### src/rtl/prog_loader.sv
// Program loader: takes a byte stream over valid/ready, packs big-endian
// 32-bit words and writes them to instruction memory from address 0, then
// idles the memory port for one cycle and releases the processor.
module prog_loader #(
  parameter int ADDR_W    = 32,
  parameter int MAX_WORDS = 256,
  parameter int CNT_W     = 9
) (
  input  logic              clock,
  input  logic              rst_n,
  input  logic              start,
  input  logic              in_valid,
  input  logic [7:0]        in_data,
  input  logic              in_last,
  output logic              in_ready,
  output logic [ADDR_W-1:0] addr,
  output logic              wr,
  output logic [31:0]       wdata,
  output logic              working,
  output logic              busy,
  output logic              done,
  output logic              err,
  output logic [CNT_W-1:0]  word_count
);

  typedef enum logic [2:0] {
    S_IDLE,
    S_LOAD,
    S_WRITE,
    S_SETTLE,
    S_RUN,
    S_ERROR
  } state_t;

  state_t            state_q, state_d;
  logic [1:0]        b_q, b_d;
  logic [31:0]       word_q, word_d;
  logic              last_q, last_d;
  logic [ADDR_W-1:0] addr_q, addr_d;
  logic [31:0]       wdata_q, wdata_d;
  logic [CNT_W-1:0]  cnt_q, cnt_d;
  logic              in_ready_q, in_ready_d;
  logic              wr_q, wr_d;
  logic              working_q, working_d;
  logic              busy_q, busy_d;
  logic              done_q, done_d;
  logic              err_q, err_d;
  logic              xfer;

  // Place a byte at big-endian position idx (0 = most significant).
  function automatic logic [31:0] insert_byte(input logic [31:0] w,
                                              input logic [1:0]  idx,
                                              input logic [7:0]  d);
    logic [31:0] r;
    r = w;
    case (idx)
      2'd0:    r[31:24] = d;
      2'd1:    r[23:16] = d;
      2'd2:    r[15:8]  = d;
      default: r[7:0]   = d;
    endcase
    return r;
  endfunction

  assign xfer = in_valid && in_ready_q;

  // Next-state, datapath and registered-output decode.
  always_comb begin
    state_d = state_q;
    b_d     = b_q;
    word_d  = word_q;
    last_d  = last_q;
    addr_d  = addr_q;
    wdata_d = wdata_q;
    cnt_d   = cnt_q;

    if (start) begin
      // A start wins over any byte offered in the same cycle.
      state_d = S_LOAD;
      b_d     = 2'd0;
      word_d  = '0;
      last_d  = 1'b0;
      addr_d  = '0;
      wdata_d = '0;
      cnt_d   = '0;
    end else begin
      case (state_q)
        S_LOAD: begin
          if (xfer) begin
            word_d = insert_byte(word_q, b_q, in_data);
            b_d    = b_q + 2'd1;
            if (b_q == 2'd3) begin
              state_d = S_WRITE;
              wdata_d = word_d;
              last_d  = in_last;
            end else if (in_last) begin
              // Program ended mid-word: nothing is written for it.
              state_d = S_ERROR;
              addr_d  = '0;
              wdata_d = '0;
            end
          end
        end
        S_WRITE: begin
          cnt_d = cnt_q + CNT_W'(1);
          if (last_q) begin
            state_d = S_SETTLE;
            addr_d  = '0;
            wdata_d = '0;
          end else if (cnt_d == CNT_W'(MAX_WORDS)) begin
            state_d = S_ERROR;
            addr_d  = '0;
            wdata_d = '0;
          end else begin
            state_d = S_LOAD;
            addr_d  = addr_q + ADDR_W'(1);
            b_d     = 2'd0;
          end
        end
        S_SETTLE: state_d = S_RUN;
        default:  ;
      endcase
    end

    in_ready_d = (state_d == S_LOAD);
    wr_d       = (state_d == S_WRITE);
    working_d  = (state_d == S_RUN);
    done_d     = (state_d == S_RUN);
    err_d      = (state_d == S_ERROR);
    busy_d     = (state_d == S_LOAD) || (state_d == S_WRITE) ||
                 (state_d == S_SETTLE);
  end

  // State and output registers; reset clears everything including the port.
  always_ff @(posedge clock) begin
    if (!rst_n) begin
      state_q    <= S_IDLE;
      b_q        <= 2'd0;
      word_q     <= '0;
      last_q     <= 1'b0;
      addr_q     <= '0;
      wdata_q    <= '0;
      cnt_q      <= '0;
      in_ready_q <= 1'b0;
      wr_q       <= 1'b0;
      working_q  <= 1'b0;
      busy_q     <= 1'b0;
      done_q     <= 1'b0;
      err_q      <= 1'b0;
    end else begin
      state_q    <= state_d;
      b_q        <= b_d;
      word_q     <= word_d;
      last_q     <= last_d;
      addr_q     <= addr_d;
      wdata_q    <= wdata_d;
      cnt_q      <= cnt_d;
      in_ready_q <= in_ready_d;
      wr_q       <= wr_d;
      working_q  <= working_d;
      busy_q     <= busy_d;
      done_q     <= done_d;
      err_q      <= err_d;
    end
  end

  assign in_ready   = in_ready_q;
  assign addr       = addr_q;
  assign wr         = wr_q;
  assign wdata      = wdata_q;
  assign working    = working_q;
  assign busy       = busy_q;
  assign done       = done_q;
  assign err        = err_q;
  assign word_count = cnt_q;

endmodule

### config.mk
export PLATFORM = sky130hd
export DESIGN_NAME = prog_loader
export DESIGN_NICKNAME = d
export VERILOG_FILES = /design/src/rtl/prog_loader.sv
export SDC_FILE = /design/constraint.sdc
export NUM_CORES = 1
export LEC_CHECK = 0
export ABC_AREA = 1
export CAP_MARGIN = 10
export CORE_UTILIZATION = 55
export DETAILED_ROUTE_END_ITERATION = 8
export PLACE_DENSITY = 0.94
export SYNTH_ARGS = -nofsm -noshare
export SYNTH_HDL_FRONTEND = slang
export SYNTH_SLANG_ARGS = --single-unit
### constraint.sdc
create_clock -name clock -period 2.71 [get_ports clock]
set_input_delay 0.542 -clock clock [delete_from_list [all_inputs] [get_ports clock]]
set_output_delay 0.542 -clock clock [all_outputs]
set_load 0.1 [all_outputs]
==> results.sh, run 1 <==
export IMPL_status="finished clean"
export IMPL_postSynthAreaPerCell_um2=6.82
export IMPL_antenna_found_initial=0
export IMPL_routed_via_density=5.20
export IMPL_crit_path_start="word_count[1]$_SDFFE_PP0P_"
export IMPL_cp_max_fo=30
export IMPL_path_clk_slew_ps=110
export IMPL_fp_row_count=35
export IMPL_hold_worst_slack_ps=452
export IMPL_synth_common_cells="175 x nand2_1, 120 x nor2_1, 108 x dfxtp_1, 82 x inv_1, 64 x a21oi_1"
export IMPL_synth_seq_cells=108
export IMPL_nFillCells=768
export IMPL_synth_most_common_cell="nand2_1"
export IMPL_fmax_ghz=0.454
export IMPL_post_route_util=0.678
export IMPL_ys_types=34
export IMPL_post_cts_buffers=0
export IMPL_required_ps=2990
export IMPL_synth_warnings=0
export IMPL_r2r_cells=13
export IMPL_cp_end_kind="flop"
export IMPL_synth_edf_count=0
export IMPL_ctsHtreeMaxLevel=3
export IMPL_grt_pass1_vias=4605
export IMPL_cpPeakStageDelay_ps=440
export IMPL_yosysTopAreaCell="dfxtp_1"
export IMPL_setup_violations=0
export IMPL_initial_core_util=0.573
export IMPL_crit_arrival_ps=2480
export IMPL_syn_nets=800
export IMPL_min_period_over_period=0.813
export IMPL_clock_sinks=108
export IMPL_drc_errors=0
export IMPL_netlist_area_mm2=0.00532
export IMPL_grt_max_degree=58
export IMPL_rr_startpoint="word_count[1]$_SDFFE_PP0P_"
export IMPL_cts_resized=0
export IMPL_fp_coreArea_mm2=0.00928
export IMPL_min_path_cells=2
export IMPL_die_w_um=100
export IMPL_cts_root_buf="clkbuf_8"
export IMPL_clk_latency_ps=360
export IMPL_synth_area_leaders="dfxtp_1 41%, nand2_1 12%, nor2_1 8.5%"
export IMPL_synthCells=780
export IMPL_area_delta_synth_final_pct=18.4
export IMPL_io_buffers=91
export IMPL_pin_count=92
export IMPL_layout_drive_gt1_share=0.135
export IMPL_path_class="reg -> reg"
export IMPL_slew_headroom=0.669
export IMPL_max_cap_violations=0
export IMPL_setup_tns_ps=0
export IMPL_ant_nets=0
export IMPL_clock_path_buffers=2
export IMPL_place_gp_congestion=0.869
export IMPL_cts_tree="yes"
export IMPL_hp_class="reg -> reg"
export IMPL_cpMostUsedCell="nand2_1"
export IMPL_cts_made_buffers=9
export IMPL_leakage_uw=0.00252
export IMPL_worst_slew_pin_slew_ps=497
export IMPL_die_area_mm2=0.0101
export IMPL_wirelength_um=12100
export IMPL_synth_top_area_frac=0.407
export IMPL_grt_overflow=0
export IMPL_grt_total_usage=0.250
export IMPL_synth_async_sr_flop_share=0
export IMPL_synth_seq_area_share=0.407
export IMPL_finalCriticalPeriod_ps=2200
export IMPL_finish_net_count=872
export IMPL_vias=5128
export IMPL_drt_iter0_markers=274
export IMPL_fin_skew_ps=12.0
export IMPL_dr_pass1_iters=5
export IMPL_slew_viol_final=0
export IMPL_hold_viol_final=0
export IMPL_grt_pass1_wl_um=20400
export IMPL_start_kind="flop"
export IMPL_n_antenna_cell=0
export IMPL_postCtsHoldBufs=0
export IMPL_dp_hpwl_um=8540
export IMPL_fp_dieH_um=100
export IMPL_peakVddDrop_v=0.000240
export IMPL_min_delay_start="word_q[18]$_SDFFE_PP0P_"
export IMPL_critical_path_slowest_cell="dfxtp_1"
export IMPL_cp_cell_sequence="ha_1 > nand2_1 > nor2_2 > nand2_1 > nand2_1 > nand2_1 > nor2_1 > nand3_2 > nand2_4 > buf_4 > nand3_1 > nand2_1 > nor2_1"
export IMPL_power_density_mw_per_mm2=484
export IMPL_wire_per_inst_um=12.3
export IMPL_total_power_uw=3050
export IMPL_rsz0062_at_grt="no"
export IMPL_yosys_most_used_dff="dfxtp_1"
-- cells by family (layout without fill, tap and decap cells) --
kind of cell	after synthesis	count (layout)	share of synthesized area
XOR/XNOR	27	27	0.0445
buffers and inverters	124	201	0.102
adder cells (fa/ha/maj)	7	7	0.0165
multiplexers	1	1	0.00188
AND/OR/NAND/NOR	380	380	0.297
AO/OA/AOI/OAI	133	133	0.132
flip-flops	108	108	0.407
-- worst max-delay path, delay by kind of cell, from the launching register on --
family        cells  cell delay (ps)
simple gates     11             1120
buf+inv           1              310
flops             1              440
fa+ha+maj         1              240
-- per-layer routing --
metal  GRT usage  wire length, um  up-vias
met5           0                0        -
met4      0.0847              170        0
li1            -                -     2633
met2       0.417             5770      154
met1       0.337             5520     2327
met3      0.0286              660       14
-- path summary, 6_finish.rpt --
path / end / slack (ps)
min: word_q[18]$_SDFFE_PP0P_ / 450
max: wdata[13]$_SDFFE_PP0P_ / 510
min reg2reg: word_q[18]$_SDFFE_PP0P_ / 450
max reg2reg: wdata[13]$_SDFFE_PP0P_ / 510
-- layout by cell type (no fill, tap or decap), drive strengths merged --
| cell | instances |
|---|---|
| nand2 | 178 |
| nor2 | 121 |
| dfxtp | 108 |
| buf | 90 |
| inv | 84 |
| a21oi | 64 |
| o21ai | 57 |
| nand3 | 56 |
| xor2 | 19 |
| clkdlybuf4s50 | 12 |
| nor3 | 12 |
| clkbuf | 10 |
| nand4 | 8 |
| xnor2 | 8 |
| ha | 7 |
| o211ai | 5 |
| a311oi | 3 |
| clkinv | 3 |
| nand3b | 2 |
| a32oi | 1 |
| nor3b | 1 |
| o21a | 1 |
| a21boi | 1 |
| nor4 | 1 |
| o21bai | 1 |
| mux2i | 1 |
| or2 | 1 |
| bufinv | 1 |
| clkinvlp | 1 |
-- where the power goes --
group	switching [uW]	internal, uW	leakage (uW)	total (uW)
Clock	554	436	0.0000971	991
Combinational	314	115	0.00155	430
Sequential	16.0	1610	0.000872	1630
Total	885	2160	0.00252	3050
-- area by class of cell --
class / count / area (um^2) / area share
Multi-Input combinational cell: 548 / 2640 / 0.419
Sequential cell: 108 / 2160 / 0.343
Timing Repair Buffer: 102 / 821 / 0.130
Tap cell: 129 / 161 / 0.0256
Clock inverter: 6 / 72.6 / 0.0115
Clock buffer: 10 / 128 / 0.0203
Inverter: 83 / 312 / 0.0495
-- stage by stage --
stage	instances	worst slack [ps]	area (um^2)
global placement	970	361	6090
finish	986	506	6290
CTS	986	526	6290
detailed placement	970	304	6090
global route	986	273	6290
floorplan	780	137	5320
-- sequential cells by signal, indices dropped and copies added (netlist names), 2 cells and up --
signal	cells
b_q	2
state_q	3
word_q	24
addr	32
wdata	32
word_count	9
(Power assumes the default switching activity.)
==> run 2, diff against run 1 <==
--- a/config.mk
+++ b/config.mk
@@ -7,9 +7,9 @@
 export LEC_CHECK = 0
 export ABC_AREA = 1
 export CAP_MARGIN = 10
-export CORE_UTILIZATION = 55
+export CORE_UTILIZATION = 53
 export DETAILED_ROUTE_END_ITERATION = 8
-export PLACE_DENSITY = 0.94
+export PLACE_DENSITY = 0.91
 export SYNTH_ARGS = -nofsm -noshare
 export SYNTH_HDL_FRONTEND = slang
 export SYNTH_SLANG_ARGS = --single-unit
==> constraint.sdc (replaced) <==
create_clock -name clock -period 2.2 [get_ports clock]
set_input_delay 0.44 -clock clock [delete_from_list [all_inputs] [get_ports clock]]
set_output_delay 0.44 -clock clock [all_outputs]
set_load 0.1 [all_outputs]
==> run 2 against run 1 <==
  * First-iteration DRC count up 17%
  * Critical path depth unchanged
  * Combinational power up 28%
  * Global-route usage about the same
  * Register-to-register slack worse by 320 ps
  * Non-clock buffer count up 6
  * Clock skew up 2.1 ps
  * Design area up 1.7%
  * Core utilization down 2.0 points
  * Die area up 3.7%
  * Largest cell class unchanged
  * Largest power group unchanged
==> results.sh, run 2 (synthesis gave the netlist of run 1 again) <==
export IMPL_status="finished clean"
export IMPL_wire_per_inst_um=12.8
export IMPL_ctsHtreeMaxLevel=3
export IMPL_initial_core_util=0.546
export IMPL_hp_class="reg -> reg"
export IMPL_start_kind="flop"
export IMPL_fp_dieH_um=102
export IMPL_max_cap_violations=0
export IMPL_finish_net_count=878
export IMPL_clock_path_buffers=2
export IMPL_slew_viol_final=0
export IMPL_cp_max_fo=31
export IMPL_cp_end_kind="flop"
export IMPL_hold_viol_final=0
export IMPL_antenna_found_initial=0
export IMPL_grt_max_degree=57
export IMPL_grt_overflow=0
export IMPL_cts_made_buffers=9
export IMPL_grt_pass1_wl_um=20700
export IMPL_seqPwrFrac=0.542
export IMPL_die_area_mm2=0.0104
export IMPL_path_class="reg -> reg"
export IMPL_layout_drive_gt1_share=0.163
export IMPL_rr_startpoint="word_count[1]$_SDFFE_PP0P_"
export IMPL_stdcell_area_mm2=0.00640
export IMPL_crit_path_start="word_count[1]$_SDFFE_PP0P_"
export IMPL_combPwrFrac=0.149
export IMPL_dpl_instance_area_mm2=0.00618
export IMPL_cts_tree="yes"
export IMPL_nFillCells=858
export IMPL_swShare=0.305
export IMPL_setup_violations=0
export IMPL_fin_ws_ps=191
export IMPL_crit_arrival_ps=2270
export IMPL_pin_count=92
export IMPL_path_clk_slew_ps=110
export IMPL_fp_coreArea_mm2=0.00973
export IMPL_min_delay_start="word_q[14]$_SDFFE_PP0P_"
export IMPL_peakVddDrop_v=0.000344
export IMPL_wirelength_um=12700
export IMPL_n_antenna_cell=0
export IMPL_worst_slew_pin_slew_ps=495
export IMPL_p_clk_frac=0.309
export IMPL_dp_cells=977
export IMPL_cts_root_buf="clkbuf_8"
export IMPL_slew_headroom=0.670
export IMPL_vias=5227
export IMPL_fp_row_count=36
export IMPL_grt_pass1_vias=4595
export IMPL_total_power_uw=3710
export IMPL_min_period_over_period=0.913
export IMPL_ant_nets=0
export IMPL_final_common_cell="nand2_1"
export IMPL_clock_sinks=108
export IMPL_die_w_um=102
export IMPL_fmax_ghz=0.498
export IMPL_clk_latency_ps=380
export IMPL_finalCriticalPeriod_ps=2010
export IMPL_grt_total_usage=0.250
export IMPL_place_gp_congestion=0.881
export IMPL_required_ps=2470
export IMPL_p_sw_uw=1130
export IMPL_postCtsHoldBufs=0
export IMPL_power_density_mw_per_mm2=579
export IMPL_leakage_uw=0.00256
export IMPL_area_delta_synth_final_pct=20.4
export IMPL_routed_via_density=5.25
export IMPL_drc_errors=0
export IMPL_intPower_uw=2570
export IMPL_dr_pass1_iters=5
export IMPL_place_ws_ps=55.8
export IMPL_fin_skew_ps=14.2
export IMPL_hold_worst_slack_ps=453
export IMPL_final_cell_mix="175 x nand2_1, 117 x nor2_1, 94 x dfxtp_1"
export IMPL_drt_iter0_markers=320
export IMPL_final_cells=996
export IMPL_dp_hpwl_um=8840
export IMPL_io_buffers=91
run 2: metal layers:
metal  global-route usage  share of wire
met1                0.318           0.43
met5                    0              0
met4                0.112          0.020
met2                0.420           0.49
met3               0.0356          0.064
run 2: what timing repair did:
item	in CTS	in global routing
buffers inserted	0	3
gates resized for setup	0	5
setup endpoints to repair	0	60
run 2: path summary, 6_finish.rpt:
check | cells after the start | to | slack [ps]
hold reg to reg | 2 | word_q[14]$_SDFFE_PP0P_ | 450
setup reg to reg | 13 | addr[20]$_SDFFE_PP0P_ | 190
setup / recovery | 13 | addr[20]$_SDFFE_PP0P_ | 190
hold / removal | 2 | word_q[14]$_SDFFE_PP0P_ | 450
run 2: cell type report:
class                      instances  area, um^2  area share
sequential                       108        2180       0.341
clock inverter                     7        57.6     0.00899
multi-input combinational        548        2650       0.415
inverter                          83         312      0.0487
clock buffer                       9         124      0.0194
tap                              133         166      0.0260
timing repair buffer             108         907       0.142
run 2: critical path, stage by stage, from the launching register on:
cell and delay, ps:
dfxtp_2 400, ha_1 200, nand2_1 100, nor2_2 140, nand2_1 70, nand2_1 60
nand2_1 70, nor2_2 150, nand3_2 140, nand2_4 160, nand2_1 80, nand2_2 80
buf_12 180, nor2_1 70
run 2: per-stage QoR:
step	setup TNS [ps]	util
2_1_floorplan	0	-
3_3_place_gp	0	0.635
3_5_place_dp	0	0.635
4_1_cts	0	0.654
5_1_grt	-131	0.658
6_report	0	0.658
run 2: power groups by stage:
stage / combinational [uW] / clock (uW) / sequential (uW)
after detailed placement: 543 / 0 / 2050
after global placement: 535 / 0 / 2050
after global routing: 595 / 1260 / 2010
final: 551 / 1150 / 2010
after CTS: 545 / 1170 / 2010
after floorplan: 246 / 0 / 2210
==> run 3, diff against run 2 <==
==> constraint.sdc (replaced) <==
create_clock -name clock -period 2 [get_ports clock]
set_input_delay 0.4 -clock clock [delete_from_list [all_inputs] [get_ports clock]]
set_output_delay 0.4 -clock clock [all_outputs]
set_load 0.1 [all_outputs]
==> run 3 against run 2 <==
  * Critical path type unchanged
  * Register-to-register slack worse by 90 ps
  * Highest routed layer unchanged
  * Design area grew 3.3%
  * Hold slack improved by 3.1 ps
  * Maximum frequency is 5.7% higher
  * Worst setup slack worse by 92 ps
  * Die area unchanged
==> results.sh, run 3 (synthesis gave the netlist of run 1 again) <==
export IMPL_grt_max_degree=50
export IMPL_path_clk_slew_ps=100
export IMPL_power_density_mw_per_mm2=620
export IMPL_fin_skew_ps=9.73
export IMPL_slew_viol_final=0
export IMPL_r2r_cells=14
export IMPL_final_cell_mix="173 x nand2_1, 115 x nor2_1, 100 x buf_4"
export IMPL_crit_path_start="word_count[1]$_SDFFE_PP0P_"
export IMPL_worst_slew_pin_slew_ps=501
export IMPL_grt_pass1_wl_um=20100
export IMPL_ant_nets=0
export IMPL_clk_latency_ps=370
export IMPL_p_sw_uw=1250
export IMPL_hold_worst_slack_ps=456
export IMPL_hp_class="reg -> reg"
export IMPL_initial_core_util=0.546
export IMPL_combPwrFrac=0.156
export IMPL_clock_path_buffers=2
export IMPL_fp_row_count=36
export IMPL_layout_drive_gt1_share=0.200
export IMPL_ff2ff_setup_slack_ps=100
export IMPL_n_antenna_cell=0
export IMPL_cpMostUsedCell="nand2_1"
export IMPL_postCtsHoldBufs=0
export IMPL_seqPwrFrac=0.537
export IMPL_dp_cells=984
export IMPL_final_common_cell="nand2_1"
export IMPL_drc_errors=0
export IMPL_finalCriticalPeriod_ps=1900
export IMPL_total_power_uw=4100
export IMPL_ctsHtreeMaxLevel=3
export IMPL_cp_max_fo=5
export IMPL_nFillCells=815
export IMPL_fmax_ghz=0.526
export IMPL_cts_root_buf="clkbuf_8"
export IMPL_die_area_mm2=0.0104
export IMPL_pin_count=92
export IMPL_fp_coreArea_mm2=0.00973
export IMPL_status="finished clean"
export IMPL_die_w_um=102
export IMPL_antenna_found_initial=0
export IMPL_critical_path_slowest_cell="dfxtp_4"
export IMPL_finish_net_count=892
export IMPL_swShare=0.305
export IMPL_intPower_uw=2850
export IMPL_wire_per_inst_um=13.3
export IMPL_crit_arrival_ps=2170
export IMPL_cts_tree="yes"
export IMPL_routed_via_density=5.30
export IMPL_required_ps=2270
export IMPL_r2r_end="b_q[0]$_SDFFE_PP0P_"
export IMPL_grt_pass1_vias=4501
export IMPL_cp_end_kind="flop"
export IMPL_p_clk_frac=0.307
export IMPL_place_ws_ps=-83.4
export IMPL_min_delay_start="word_q[15]$_SDFFE_PP0P_"
export IMPL_grt_overflow=0
export IMPL_setup_violations=0
export IMPL_cp_cell_sequence="ha_4 > nand2_1 > nor2_2 > nand2_1 > nand2_1 > nand2_2 > nor2_4 > nand3_2 > buf_4 > nand2_2 > buf_4 > nand3_1 > nand2_1 > nor2_1"
export IMPL_fin_ws_ps=99.2
export IMPL_cpPeakStageDelay_ps=390
export IMPL_area_delta_synth_final_pct=24.4
export IMPL_io_buffers=91
export IMPL_max_cap_violations=0
export IMPL_fp_dieH_um=102
export IMPL_drt_iter0_markers=350
export IMPL_clock_sinks=108
export IMPL_min_period_over_period=0.950
export IMPL_hold_viol_final=0
export IMPL_start_kind="flop"
export IMPL_place_gp_congestion=0.854
export IMPL_min_path_cells=2
export IMPL_slew_headroom=0.666
export IMPL_final_cells=1010
export IMPL_rr_startpoint="word_count[1]$_SDFFE_PP0P_"
export IMPL_path_class="reg -> reg"
export IMPL_grt_total_usage=0.241
export IMPL_dp_hpwl_um=8910
export IMPL_leakage_uw=0.00266
export IMPL_vias=5354
export IMPL_wirelength_um=13500
export IMPL_peakVddDrop_v=0.000454
export IMPL_cts_made_buffers=9
export IMPL_hold_end="word_q[15]$_SDFFE_PP0P_"
export IMPL_dr_pass1_iters=5
[run 3: changes by cell type in the layout (fill, tap and decap cells not counted), moves of 2 or more]
cell,delta
dfxtp_1,-16
dfxtp_4,+4
nand2_1,-2
dfxtp_2,+12
buf_4,+10
nor2_1,-2
nand2_4,+2
clkbuf_16,+2
[run 3: worst max path at each step]
stage,end,slack [ps],cells past startpoint
after floorplan,addr[27]$_SDFFE_PP0P_,2,7
after global placement,addr[25]$_SDFFE_PP0P_,-20,10
after detailed placement,addr[25]$_SDFFE_PP0P_,-80,10
after CTS,addr[22]$_SDFFE_PP0P_,20,13
after global routing,b_q[0]$_SDFFE_PP0P_,-40,14
final,b_q[0]$_SDFFE_PP0P_,100,14
[run 3: critical path: cells and delay by family (launching register included)]
family	cells	cell delay, ps
adder cells (fa/ha/maj)	1	130
buffers and inverters	2	290
flip-flops	1	390
AND/OR/NAND/NOR	11	970
[run 3: final cells by class]
class                           count  area (um^2)  share of cell area
Clock inverter                      7         56.3             0.00851
Clock buffer                        9          124              0.0187
Tap cell                          133          166              0.0252
Timing Repair Buffer              121         1050               0.159
Multi-Input combinational cell    549         2690               0.407
Sequential cell                   108         2210               0.334
Inverter                           83          312              0.0471
[run 3: metal layers]
metal	wire length, um	global-route usage
met1	5700	0.310
met2	6480	0.417
met3	941	0.0308
met4	334	0.0835
met5	0	0
[run 3: power groups by stage]
stage               combinational [uW]  clock, uW  sequential, uW
global route                       687       1380            2210
floorplan                          271          0            2430
finish                             641       1260            2200
global placement                   598          0            2250
detailed placement                 607          0            2250
CTS                                610       1270            2200
[run 3: repair_timing]
item	4_1_cts	5_1_grt
gates resized for setup	0	12
setup buffers	0	6
setup endpoints to repair	0	62
[run 3: per-stage QoR]
| stage | setup TNS [ps] | util | instance area, um^2 |
|---|---|---|---|
| 6_report | 0 | 0.680 | 6610 |
| 3_5_place_dp | -726 | 0.645 | 6270 |
| 5_1_grt | -508 | 0.680 | 6610 |
| 2_1_floorplan | 0 | - | 5360 |
| 3_3_place_gp | -20.4 | 0.645 | 6270 |
| 4_1_cts | 0 | 0.663 | 6450 |
